[config.mk]
export PLATFORM = sky130hd
export DESIGN_NAME = pipe_step_ctrl
export DESIGN_NICKNAME = d
export VERILOG_FILES = /design/src/rtl/pipe_step_ctrl_pkg.sv /design/src/rtl/pipe_step_ctrl_btn_debounce.sv /design/src/rtl/pipe_step_ctrl.sv
export SDC_FILE = /design/constraint.sdc
export NUM_CORES = 1
export LEC_CHECK = 0
export BUFFER_PORTS_ARGS = -buffer_cell sky130_fd_sc_hd__clkbuf_2
export CORE_MARGIN = 4
export CORE_UTILIZATION = 55
export CTS_BUF_LIST = sky130_fd_sc_hd__clkbuf_4 sky130_fd_sc_hd__clkbuf_8 sky130_fd_sc_hd__clkbuf_16
export DETAILED_ROUTE_END_ITERATION = 10
export GPL_ROUTABILITY_DRIVEN = 0
export PLACE_DENSITY = 0.75
export SLEW_MARGIN = 20
export SYNTH_ARGS = -nofsm -noshare
export SYNTH_HDL_FRONTEND = slang
export SYNTH_SLANG_ARGS = --single-unit
export TNS_END_PERCENT = 5
[constraint.sdc]
create_clock -name clk -period 3.2 [get_ports clk]
set_clock_uncertainty 0.2 [all_clocks]
set_input_delay 0.32 -clock clk [delete_from_list [all_inputs] [get_ports clk]]
set_output_delay 0.32 -clock clk [all_outputs]
set_load 0.02 [all_outputs]
[src/rtl/pipe_step_ctrl_pkg.sv]
`default_nettype none
// ============================================================================
// Package     : pipe_clk_pkg
// Description : Shared types and defaults for the pipeline step controller.
//               Holds the FSM state encoding (also driven onto the debug LEDs)
//               and the default divider / debounce limits.
// Revision    : 1.0 - initial release
// ============================================================================
package pipe_clk_pkg;

   // State encoding is visible on state_dbg, so values are fixed explicitly.
   typedef enum logic [1:0] {
      S_STEP = 2'b00,
      S_RUN  = 2'b01,
      S_HALT = 2'b10
   } state_t;

   // Run-mode period of 2^16 cycles reproduces the old ripple divider rate.
   localparam int DIV_LIMIT_DEF = 65535;

   // Roughly 5 ms of required stability at a 50 MHz board clock.
   localparam int DEB_LIMIT_DEF = 250000;

   // Bits needed for a counter that must reach 'limit'; never less than one.
   function automatic int cnt_width(input int limit);
      return (limit < 1) ? 1 : $clog2(limit + 1);
   endfunction

endpackage : pipe_clk_pkg
`default_nettype wire

[src/rtl/pipe_step_ctrl_btn_debounce.sv]
`default_nettype none
// ============================================================================
// Module      : btn_debounce
// Description : Two-flop synchronizer, stability-counter debouncer and
//               rising-edge detector for one bouncy, asynchronous push-button.
//               btn_level is the accepted (debounced) button state; btn_rise
//               is a one-cycle pulse in the cycle btn_level becomes 1.
// Revision    : 1.0 - initial release
// ============================================================================
module btn_debounce
   import pipe_clk_pkg::*;
#(
   parameter int DEB_LIMIT = DEB_LIMIT_DEF
) (
   input  logic clk,
   input  logic reset,
   input  logic btn_in,
   output logic btn_level,
   output logic btn_rise
);

   localparam int             DW      = cnt_width(DEB_LIMIT);
   localparam logic [DW-1:0]  DEB_MAX = DW'(DEB_LIMIT);

   logic          sync_meta;
   logic          sync_btn;
   logic [DW-1:0] deb_cnt;
   logic          differ;
   logic          flip;

   // The synced input disagrees with the accepted state; once this has held
   // for DEB_LIMIT+1 consecutive cycles the change is accepted.
   assign differ = sync_btn ^ btn_level;
   assign flip   = differ && (deb_cnt == DEB_MAX);

   // Two-flop synchronizer for the asynchronous button input.
   always_ff @(posedge clk) begin
      if (reset) begin
         sync_meta <= 1'b0;
         sync_btn  <= 1'b0;
      end else begin
         sync_meta <= btn_in;
         sync_btn  <= sync_meta;
      end
   end

   // Stability counter, accepted level and press-edge pulse.
   always_ff @(posedge clk) begin
      if (reset) begin
         deb_cnt   <= '0;
         btn_level <= 1'b0;
         btn_rise  <= 1'b0;
      end else begin
         // Only an accepted 0->1 change is a press; a release is silent.
         btn_rise <= flip & ~btn_level;
         if (flip) begin
            btn_level <= ~btn_level;
            deb_cnt   <= '0;
         end else if (differ) begin
            deb_cnt   <= deb_cnt + DW'(1);
         end else begin
            // Any bounce back to the accepted level restarts the wait.
            deb_cnt   <= '0;
         end
      end
   end

endmodule : btn_debounce
`default_nettype wire

[src/rtl/pipe_step_ctrl.sv]
`default_nettype none
// ============================================================================
// Module      : pipe_step_ctrl
// Description : Single-clock advance-enable generator for the pipeline.
//               cpu_en is a registered one-cycle enable produced either every
//               DIV_LIMIT+1 cycles (free-run) or once per debounced button
//               press (single-step). A halt request parks the controller in
//               S_HALT until the run switch is returned to single-step.
// Revision    : 1.0 - initial release
// ============================================================================
module pipe_step_ctrl
   import pipe_clk_pkg::*;
#(
   parameter int DIV_LIMIT = DIV_LIMIT_DEF,
   parameter int DEB_LIMIT = DEB_LIMIT_DEF,
   parameter int CNT_W     = 16
) (
   input  logic             clk,
   input  logic             reset,
   input  logic             run_mode,
   input  logic             step_btn,
   input  logic             halt,
   output logic             cpu_en,
   output logic [CNT_W-1:0] step_count,
   output logic [1:0]       state_dbg
);

   localparam int            VW      = cnt_width(DIV_LIMIT);
   localparam logic [VW-1:0] DIV_MAX = VW'(DIV_LIMIT);

   logic          run_meta;
   logic          run_sync;
   logic          btn_level;
   logic          btn_rise;
   logic          step_req;
   logic [VW-1:0] div_cnt;
   logic          tick;
   logic          enter_run;
   logic          en_next;
   state_t        state;
   state_t        next_state;

   // Step-button conditioning: synchronize, debounce, detect the press edge.
   btn_debounce #(
      .DEB_LIMIT (DEB_LIMIT)
   ) u_step_btn (
      .clk       (clk),
      .reset     (reset),
      .btn_in    (step_btn),
      .btn_level (btn_level),
      .btn_rise  (btn_rise)
   );

   // The press edge coincides with the level going high; requiring both keeps
   // a request tied to a button that is actually held down.
   assign step_req = btn_rise & btn_level;

   // Two-flop synchronizer for the asynchronous run/step switch.
   always_ff @(posedge clk) begin
      if (reset) begin
         run_meta <= 1'b0;
         run_sync <= 1'b0;
      end else begin
         run_meta <= run_mode;
         run_sync <= run_meta;
      end
   end

   assign tick      = (div_cnt == DIV_MAX);
   assign enter_run = (next_state == S_RUN) && (state != S_RUN);

   // Free-running divider; restarted on run entry so the first run pulse is a
   // full period after the switch is seen.
   always_ff @(posedge clk) begin
      if (reset) begin
         div_cnt <= '0;
      end else if (enter_run || tick) begin
         div_cnt <= '0;
      end else begin
         div_cnt <= div_cnt + VW'(1);
      end
   end

   // State register.
   always_ff @(posedge clk) begin
      if (reset) begin
         state <= S_STEP;
      end else begin
         state <= next_state;
      end
   end

   // Next-state and next-enable decode; halt overrides every other event.
   always_comb begin
      next_state = state;
      en_next    = 1'b0;
      if (halt) begin
         next_state = S_HALT;
      end else begin
         case (state)
            S_STEP: begin
               en_next = step_req;
               if (run_sync) begin
                  next_state = S_RUN;
               end
            end
            S_RUN: begin
               // Button presses are deliberately ignored while free-running.
               en_next = tick;
               if (!run_sync) begin
                  next_state = S_STEP;
               end
            end
            S_HALT: begin
               // Leaving halt needs the switch in step mode, so the pipeline
               // never resumes free-running without an operator action.
               if (!run_sync) begin
                  next_state = S_STEP;
               end
            end
            default: begin
               next_state = S_STEP;
            end
         endcase
      end
   end

   // Registered enable and pulse counter; the count updates on the same edge
   // that raises cpu_en.
   always_ff @(posedge clk) begin
      if (reset) begin
         cpu_en     <= 1'b0;
         step_count <= '0;
      end else begin
         cpu_en <= en_next;
         if (en_next) begin
            step_count <= step_count + CNT_W'(1);
         end
      end
   end

   assign state_dbg = state;

endmodule : pipe_step_ctrl
`default_nettype wire

==> results of run 1 <==
cell usage after synthesis, types with 6 or more instances:
cell type / count / area [sq um]
nand4_1: 11 / 68.8
ha_1: 7 / 87.6
xor2_1: 15 / 131
nand2_1: 14 / 52.6
and3_1: 7 / 43.8
dfxtp_1: 59 / 1180
nand3_1: 21 / 105
inv_1: 10 / 37.5
nor2_1: 48 / 180
or3_1: 13 / 81.3
a21oi_1: 13 / 65.1
clkbuf_1: 6 / 22.5
xnor2_1: 18 / 158
o21ai_0: 13 / 65.1
logic make-up after synthesis:
kind of cell / share of synthesized area
flip-flops: 0.450
XOR/XNOR: 0.110
AO/OA/AOI/OAI: 0.0853
multiplexers: 0.0119
buffers and inverters: 0.0391
AND/OR/NAND/NOR: 0.271
adder cells (fa/ha/maj): 0.0333
metal layers:
metal  up-vias  wire [um]  share of wire  track usage
met5         -          0              0            0
met4         0         68          0.014       0.0801
li1       1072          -              -            -
met2        28       2130           0.45        0.293
met3         5        177          0.038       0.0468
met1       928       2320           0.49        0.213
final timing paths:
check / start / end / slack (ns) / cells after the start
worst max register to register: div_cnt[0] / step_count[13] / 0.69 / 6
worst min register to register: u_step_btn.sync_meta / u_step_btn.sync_btn / 0.25 / 1
worst min-delay path: run_mode / run_meta / 0.006 / 2
worst max-delay path: div_cnt[0] / step_count[13] / 0.69 / 6
stage by stage:
step	std cells	area, sq um	hold slack (ns)	power [mW]
3_5_place_dp	362	2760	0.227	0.801
2_1_floorplan	296	2630	0.214	0.789
4_1_cts	378	2950	0.00232	1.47
6_report	378	2950	0.00619	1.45
5_1_grt	378	2950	0.00722	1.51
3_3_place_gp	362	2760	0.220	0.800
worst register-to-register path, stage by stage (launching register included):
cell and delay (ns):
dfxtp_1 0.37, ha_1 0.22, nand3_1 0.11, or4_4 0.61
o22a_1 0.34, or3_1 0.41, a21oi_1 0.18
power by group:
group | internal [mW] | switching (mW)
combinational | 0.0147 | 0.0223
sequential | 0.742 | 0.00608
clock | 0.385 | 0.282
total | 1.14 | 0.310
final cells by class:
cell class                 count  share of cell area
multi-input combinational    216               0.454
tap                           52              0.0220
clock inverter                 5              0.0178
clock buffer                  11              0.0491
inverter                      10              0.0127
timing repair buffer          25              0.0440
sequential                    59               0.400
flip-flops by register name (all words and copies together), names as in the netlist:
signal                cells
run_sync                  1
cpu_en                    1
u_step_btn.sync_btn       1
state_dbg                 2
u_step_btn.btn_rise       1
u_step_btn.deb_cnt       18
u_step_btn.btn_level      1
step_count               16
u_step_btn.sync_meta      1
div_cnt                  16
run_meta                  1
==> qor.txt, run 1 <==
status: finished, final reports clean
drt wl/cell: 12.4 um
final hold vios: 0
Final period util: 0.786
H-tree depth: 3
critical path, cell by cell: ha_1 > nand3_1 > or4_4 > o22a_1 > or3_1 > a21oi_1
most frequent cells in the layout: dfxtp_1, nor2_1, clkbuf_2
Seq/Total Area, Yosys: 0.450
worst-margin pin slew: 0.606 ns
initial cell density of the core: 0.587
synthesized area per cell: 8.87 sq um
Fin Setup TNS: 0 ns
Synth cell types: 39
WL final: 4690 um
DRT iter0 DRCs: 61
Clk pin slew, worst setup/hold paths: 0.06 ns
layout cell share with drive strength beyond 1: 0.141
WP data arrival: 2.56 ns
EDFF count, synth: 0
Post-route DRC: 0
Post-CTS Setup Bufs: 0
PwrDens: 492 mW/mm^2
FP Rows: 24
fmax: 398 MHz
kind of critical path: flop to flop
yosys warns: 0
root buf cell: clkbuf_8
Std-Cell Core Area: 0.00447 sq mm
CP Launch Type: flop
CP max stage delay: 0.61 ns
# clock sinks: 59
CP max FO: 13
final core occ: 0.660
antenna cells: 0
GRT Overall Usage: 0.176
CTS buffer count: 9
max cap viols: 0
Top delay family on crit path: simple AND/OR/NAND/NOR gates
antenna violations before repair: 0
hold buffers post-CTS: 0
setup repair after global routing missed its margin: false
Slew headroom: 0.596
peak supply drop: 0.354 mV
io pins: 24
final setup fails: 0
syn nets: 308
Syn-to-layout area delta: 12.5%
Final WS setup: 0.686 ns
slowest stage cell on the critical path: or4_4
Buf+Inv Stages, Crit Path: 0
Lkg Pwr: 1.08 nW
Antenna Nets Post-Route: 0
Crit. End Element: flop
fin crit period: 2.51 ns
Critical Path RT: 3.24 ns
first drt pass iteration count: 4
DIE AREA: 0.00594 sq mm
Die W: 77.1 um
final count of pins violating max slew: 0
fin nets: 333
clock buffer depth: 2
first-pass GRT wire length: 8470 um
vias per cell: 5.38
remaining global-route overflow: 0
worst-skew pair later-pin latency: 0.33 ns
number of synthesized register bits: 59
number of global-route vias before repair: 1,937
IO Port Bufs: 23
largest net degree at the start of global routing: 20
Post-Syn Instances: 296
Fill cells: 357
via count: 2,033
Mapped Area: 0.00263 sq mm
Async S/R FF share, synth: 0
HP Class: input pin to flop
Die H: 77.1 um
placed wire-length estimate: 3230 um
footprint of the multi-input gates: 0.00134 sq mm
register area: 0.00118 sq mm
Post-synth top flop: dfxtp_1
DP Worst Slack: 0.779 ns
CTS tree: done
commonest non-fill, non-tap cell in the layout: dfxtp_1
# resized after CTS: 0
(Power assumes the default switching activity.)
==> inputs of run 2 (changes only) <==
==> constraint.sdc (replaced) <==
create_clock -name clk -period 2.6 [get_ports clk]
set_clock_uncertainty 0.2 [all_clocks]
set_input_delay 0.26 -clock clk [delete_from_list [all_inputs] [get_ports clk]]
set_output_delay 0.26 -clock clk [all_outputs]
set_load 0.02 [all_outputs]
==> qor.txt, run 2 (synthesized netlist as in run 1, its figures left out) <==
status: finished, final reports clean
fin crit period: 2.41 ns (-0.0993 ns)
antenna cells: 0 (unchanged)
WP data arrival: 2.48 ns (-0.08 ns)
GRT Overall Usage: 0.176 (-0.000465)
fin nets: 336 (+0.90%)
io pins: 24 (unchanged)
CP Launch Type: flop
CP max stage delay: 0.61 ns (about the same)
CP max FO: 13 (unchanged)
initial cell density of the core: 0.587 (unchanged)
HP Class: input pin to flop
# resized after CTS: 0 (unchanged)
placed inst area: 0.00276 sq mm (+0.27%)
clock buffer depth: 2 (unchanged)
Final period util: 0.929 (+0.143)
biggest registers after layout: u_step_btn.deb_cnt: 18 flops, div_cnt: 16 flops, step_count: 16 flops
H-tree depth: 3 (unchanged)
worst-margin pin slew: 0.394 ns (-0.211 ns)
peak supply drop: 0.429 mV (+21%)
Slew headroom: 0.736 (+0.140)
PwrDens: 704 mW/mm^2 (+43%)
fmax: 414 MHz (+4.1%)
layout cell share with drive strength beyond 1: 0.143 (+0.00175)
number of global-route vias before repair: 1,948 (+0.57%)
# clock sinks: 59 (unchanged)
Reg with most FFs: u_step_btn.deb_cnt
max cap viols: 0 (unchanged)
slowest stage cell on the critical path: or4_4
setup repair after global routing missed its margin: false
drt wl/cell: 12.4 um (-0.36%)
Fin Setup TNS: 0 ns (unchanged)
Clk pin slew, worst setup/hold paths: 0.07 ns (about the same)
register area: 0.00118 sq mm (unchanged)
first-pass GRT wire length: 8480 um (+0.17%)
worst-skew pair later-pin latency: 0.34 ns (about the same)
vias per cell: 5.40 (+0.38%)
commonest non-fill, non-tap cell in the layout: dfxtp_1
final count of pins violating max slew: 0 (unchanged)
critical path, cell by cell: ha_1 > nand3_1 > or4_4 > o22a_1 > or3_1 > a21oi_1
Critical Path RT: 2.67 ns (-0.57 ns)
final setup fails: 0 (unchanged)
placed wire-length estimate: 3250 um (+0.57%)
Fill cells: 352 (-1.4%)
WL final: 4710 um (+0.43%)
remaining global-route overflow: 0 (unchanged)
DRT iter0 DRCs: 105 (+72%)
final instance area: 0.00307 sq mm (+4.0%)
most frequent cells in the layout: dfxtp_1, nor2_1, clkbuf_2
root buf cell: clkbuf_8
Die W: 77.1 um (unchanged)
Syn-to-layout area delta: 17.0%
footprint of the multi-input gates: 0.00134 sq mm (unchanged)
final hold vios: 0 (unchanged)
CTS buffer count: 9 (unchanged)
IO Port Bufs: 23 (unchanged)
first drt pass iteration count: 4 (unchanged)
FP Rows: 24 (unchanged)
kind of critical path: flop to flop
via count: 2,057 (+1.2%)
Std-Cell Core Area: 0.00447 sq mm (unchanged)
DIE AREA: 0.00594 sq mm (unchanged)
CTS tree: done
Lkg Pwr: 1.13 nW (+5.0%)
Die H: 77.1 um (unchanged)
largest net degree at the start of global routing: 16 (-20%)
Crit. End Element: flop
Post-route DRC: 0 (unchanged)
Antenna Nets Post-Route: 0 (unchanged)
antenna violations before repair: 0 (unchanged)
max reg flops: 18 (unchanged)
## run 2: through the flow
step | std cells | power, mW | util | hold WS (ns) | setup slack (ns)
finish | 381 | 2.16 | 0.687 | 0.0762 | 0.185
detailed placement | 363 | 0.987 | 0.618 | 0.232 | 0.187
global placement | 363 | 0.985 | 0.618 | 0.221 | 0.266
CTS | 381 | 2.18 | 0.687 | 0.0642 | 0.186
floorplan | 296 | 0.972 | - | 0.188 | 0.278
global route | 381 | 2.23 | 0.687 | 0.109 | 0.0201
## run 2: path summary, 6_finish.rpt
path | end | start | cells after the start | slack, ns
setup / recovery | step_count[15] | div_cnt[0] | 6 | 0.19
hold / removal | state_dbg[1] | halt | 3 | 0.08
setup reg to reg | step_count[15] | div_cnt[0] | 6 | 0.19
hold reg to reg | u_step_btn.sync_btn | u_step_btn.sync_meta | 1 | 0.24
## run 2: critical path: cells and delay by family, from the launching register on
| family | cells | cell delay [ns] |
|---|---|---|
| compound gates | 2 | 0.46 |
| fa+ha+maj | 1 | 0.21 |
| flops | 1 | 0.36 |
| simple gates | 3 | 1.12 |
## run 2: timing repair
action	in CTS	in global routing
setup endpoints to repair	0	0
setup buffers	0	0
hold buffers	2	0
endpoints found under the hold margin	2	0
## run 2: area by class of cell
| type | instances | share of cell area |
|---|---|---|
| clock buffer | 9 | 0.0403 |
| clock inverter | 7 | 0.0534 |
| inverter | 10 | 0.0122 |
| multi-input combinational | 216 | 0.437 |
| sequential | 59 | 0.385 |
| tap | 52 | 0.0212 |
| timing repair buffer | 28 | 0.0513 |
## run 2: report_power, final
| group | switching, mW | internal, mW | total (mW) |
|---|---|---|---|
| clock network | 0.364 | 0.830 | 1.19 |
| logic | 0.0280 | 0.0206 | 0.0486 |
| registers | 0.00726 | 0.913 | 0.920 |
## run 2: layer usage
| layer | GRT usage | wire length, um | vias up |
|---|---|---|---|
| li1 | - | - | 1074 |
| met1 | 0.205 | 2250 | 944 |
| met2 | 0.297 | 2220 | 29 |
| met3 | 0.0422 | 133 | 10 |
| met4 | 0.0943 | 112 | 0 |
| met5 | 0 | 0 | - |
==> inputs of run 3 (changes only) <==
--- a/config.mk
+++ b/config.mk
@@ -5,13 +5,15 @@
 export SDC_FILE = /design/constraint.sdc
 export NUM_CORES = 1
 export LEC_CHECK = 0
+export ABC_AREA = 1
 export BUFFER_PORTS_ARGS = -buffer_cell sky130_fd_sc_hd__clkbuf_2
+export CORE_ASPECT_RATIO = 0.9
 export CORE_MARGIN = 4
-export CORE_UTILIZATION = 55
+export CORE_UTILIZATION = 54
 export CTS_BUF_LIST = sky130_fd_sc_hd__clkbuf_4 sky130_fd_sc_hd__clkbuf_8 sky130_fd_sc_hd__clkbuf_16
 export DETAILED_ROUTE_END_ITERATION = 10
 export GPL_ROUTABILITY_DRIVEN = 0
-export PLACE_DENSITY = 0.75
+export PLACE_DENSITY = 0.76
 export SLEW_MARGIN = 20
 export SYNTH_ARGS = -nofsm -noshare
 export SYNTH_HDL_FRONTEND = slang
==> constraint.sdc (replaced) <==
create_clock -name clk -period 2.1 [get_ports clk]
set_clock_uncertainty 0.2 [all_clocks]
set_input_delay 0.21 -clock clk [delete_from_list [all_inputs] [get_ports clk]]
set_output_delay 0.21 -clock clk [all_outputs]
set_load 0.02 [all_outputs]
==> qor.txt, run 3 <==
fmax: 523 MHz (+26%)
EDFF count, synth: 0 (unchanged)
CP max stage delay: 0.41 ns (-0.20 ns)
final count of pins violating max slew: 0 (unchanged)
Slew headroom: 0.720 (-0.0165)
Fill cells: 447 (+27%)
fin nets: 468 (+39%)
NetSw: 0.498 mW (+25%)
placed wire-length estimate: 4390 um (+35%)
worst hold stages: 2 (-1)
Seq/Total Area, Yosys: 0.396 (-0.0539)
slowest stage cell on the critical path: dfxtp_1
clock buffer depth: 2 (unchanged)
worst-margin pin slew: 0.417 ns (+0.0229 ns)
Critical Path RT: 2.13 ns (-0.54 ns)
max cap viols: 0 (unchanged)
footprint of the multi-input gates: 0.00156 sq mm (+16%)
final setup fails: 0 (unchanged)
Worst R2R Setup Slack: 0.19 ns (about the same)
FP Rows: 25 (+4.2%)
setup repair after global routing missed its margin: false
DIE AREA: 0.00678 sq mm (+14%)
xor and xnor area share after synthesis: 0.0792 (-0.0308)
register area: 0.00118 sq mm (unchanged)
most frequent cells in the layout: nand2_1, nor2_1, dfxtp_1
Post-route DRC: 0 (unchanged)
Synth cell types: 30 (-23%)
peak supply drop: 0.707 mV (+65%)
number of global-route vias before repair: 2,453 (+26%)
Final period util: 0.911 (-0.0179)
Antenna Nets Post-Route: 0 (unchanged)
post-synthesis compound-gate area fraction: 0.0625 (-0.0228)
Mapped Area: 0.00298 sq mm (+14%)
mux contribution to synthesized area: 0 (-0.0119)
Clk pin slew, worst setup/hold paths: 0.07 ns (about the same)
GRT Overall Usage: 0.200 (+0.0240)
WP data arrival: 1.94 ns (-0.54 ns)
worst-case reg-to-reg path depth: 9 (+3)
biggest registers after layout: u_step_btn.deb_cnt: 18 flops, div_cnt: 16 flops, step_count: 16 flops
first drt pass iteration count: 4 (unchanged)
Post-CTS Setup Bufs: 0 (unchanged)
initial cell density of the core: 0.561 (-0.0258)
CP max FO: 16 (+3)
CP Launch Type: flop
Clock power frac: 0.495 (-0.057)
Buf+Inv Stages, Crit Path: 2 (+2)
Async S/R FF share, synth: 0 (unchanged)
first-pass GRT wire length: 10,700 um (+27%)
yosys warns: 0 (unchanged)
remaining global-route overflow: 0 (unchanged)
via count: 2,668 (+30%)
top-area cell type share of the netlist area: 0.396 (-0.0539)
Adder-Cell Fraction of Synth Area: 0.0294 (-0.00400)
Die H: 78.5 um (+1.8%)
post-synthesis simple-gate area fraction: 0.350 (+0.0795)
antenna cells: 0 (unchanged)
vias per cell: 5.05 (-6.4%)
most frequent cell after synthesis: nand2_1
root buf cell: clkbuf_8
synthesized area per cell: 7.07 sq um (-20%)
Seq pwr share: 0.474 (+0.049)
drt wl/cell: 11.6 um (-6.2%)
final instance area: 0.00344 sq mm (+12%)
largest family of logic cells by synthesized area: simple AND/OR/NAND/NOR gates
number of synthesized register bits: 59 (unchanged)
synth top area cells: dfxtp_1, nand2_1, nor2_1
Std-Cell Core Area: 0.00532 sq mm (+19%)
worst-skew pair later-pin latency: 0.34 ns (about the same)
kind of critical path: flop to flop
Comb power frac: 0.031 (+0.009)
HP Class: flop to flop
Fin Setup TNS: 0 ns (unchanged)
commonest non-fill, non-tap cell in the layout: nand2_1
CTS tree: done
Crit path top cell by count: nand2_1
# clock sinks: 59 (unchanged)
placed inst area: 0.00316 sq mm (+14%)
Worst Hold Endpoint: u_step_btn.sync_btn
max reg flops: 18 (unchanged)
syn nets: 434 (+41%)
leading area contributor after synthesis: dfxtp_1
cell internal pwr: 1.90 mW (+7.9%)
DRT iter0 DRCs: 169 (+61%)
Post-synth top flop: dfxtp_1
critical path, cell by cell: inv_1 > ha_1 > nand2_1 > o21ai_0 > a31oi_1 > nand2_1 > o21ai_2 > buf_6 > nor2_1
PwrDens: 699 mW/mm^2 (-0.70%)
hold path startpoint: u_step_btn.sync_meta
Reg with most FFs: u_step_btn.deb_cnt
Post-Syn Instances: 422 (+43%)
IO Port Bufs: 23 (unchanged)
Lkg Pwr: 1.26 nW (+11%)
Die W: 86.4 um (+12%)
layout cell share with drive strength beyond 1: 0.139 (-0.00403)
final hold vios: 0 (unchanged)
antenna violations before repair: 0 (unchanged)
Top delay family on crit path: compound AO/OA/AOI/OAI gates
io pins: 24 (unchanged)
Min Hold Slack: 0.201 ns (+0.125 ns)
Reg2Reg Launch Point: state_dbg[0]
FF-to-FF End: div_cnt[6]
H-tree depth: 3 (unchanged)
Syn-to-layout area delta: 15.1%
CTS buffer count: 9 (unchanged)
switching part of the total: 0.208 (+0.0230)
Crit. End Element: flop
synth cell count leaders: nand2_1, nor2_1, dfxtp_1
largest net degree at the start of global routing: 19 (+3)
WL final: 6120 um (+30%)
fin crit period: 1.91 ns (-0.502 ns)
status: finished, final reports clean
[run 3: cell count changes in the layout (fill, tap and decap cells not counted), moves of 10 or more]
cell,change
nand2_1,+74
inv_1,+34
nor2_1,+23
or3_1,-13
nand3_1,+12
a21oi_1,+10
[run 3: worst reg2reg max path: cells and delay by family, from the launching register on]
family | cells | cell delay (ns)
AO/OA/AOI/OAI | 3 | 0.45
flip-flops | 1 | 0.41
adder cells (fa/ha/maj) | 1 | 0.28
AND/OR/NAND/NOR | 3 | 0.22
buffers and inverters | 2 | 0.24
[run 3: power by group through the flow]
| stage | Sequential, mW | Combinational [mW] | Clock (mW) |
|---|---|---|---|
| 2_1_floorplan | 1.16 | 0.0454 | 0 |
| 3_3_place_gp | 1.16 | 0.0663 | 0 |
| 3_5_place_dp | 1.16 | 0.0678 | 0 |
| 4_1_cts | 1.14 | 0.0738 | 1.22 |
| 5_1_grt | 1.14 | 0.0837 | 1.28 |
| 6_report | 1.14 | 0.0749 | 1.19 |
[run 3: what timing repair did]
| item | in CTS | in global routing |
|---|---|---|
| hold buffers | 4 | 0 |
| hold endpoints to repair | 9 | 0 |
| setup endpoints to repair | 0 | 10 |
| resized for setup | 0 | 1 |
[run 3: area by class of cell]
| cell class | instances | share of cell area |
|---|---|---|
| Clock inverter | 4 | 0.0211 |
| Timing Repair Buffer | 32 | 0.0572 |
| Inverter | 50 | 0.0546 |
| Sequential cell | 59 | 0.344 |
| Multi-Input combinational cell | 304 | 0.453 |
| Clock buffer | 12 | 0.0462 |
| Tap cell | 67 | 0.0244 |
[run 3: worst max-delay path by stage]
stage                     cells past startpoint  slack [ns]       endpoint    startpoint
after floorplan                               9        0.10    div_cnt[10]  state_dbg[0]
after global placement                        8        0.29  step_count[0]    div_cnt[0]
after detailed placement                      9        0.23     div_cnt[1]  state_dbg[0]
after CTS                                     9        0.22     div_cnt[1]  state_dbg[0]
after global routing                          9        0.01     div_cnt[8]  state_dbg[0]
final                                         9        0.19     div_cnt[6]  state_dbg[0]
[run 3: routing by layer]
layer | track usage | up-vias | wire length, um | part of all wire
li1 | - | 1407 | - | -
met1 | 0.251 | 1195 | 3030 | 0.50
met2 | 0.310 | 50 | 2730 | 0.45
met3 | 0.0703 | 16 | 260 | 0.042
met4 | 0.0841 | 0 | 99 | 0.016
met5 | 0 | - | 0 | 0
[run 3: cell families (layout without fill, tap and decap cells)]
family | count (synthesis) | in the layout
and+or+nand+nor | 235 | 235
buffers and inverters | 59 | 98
adders and majority gates | 7 | 7
DFF | 59 | 59
AOI/OAI and AO/OA | 35 | 35
xor gates and xnor gates | 27 | 27
[run 3: through the flow]
stage               setup slack (ns)  instances   util  power, mW
CTS                            0.216        528  0.645       2.43
floorplan                      0.104        422      -       1.21
finish                         0.187        528  0.646       2.40
global route                 0.00981        528  0.646       2.50
global placement               0.288        508  0.594       1.23
detailed placement             0.230        508  0.594       1.23
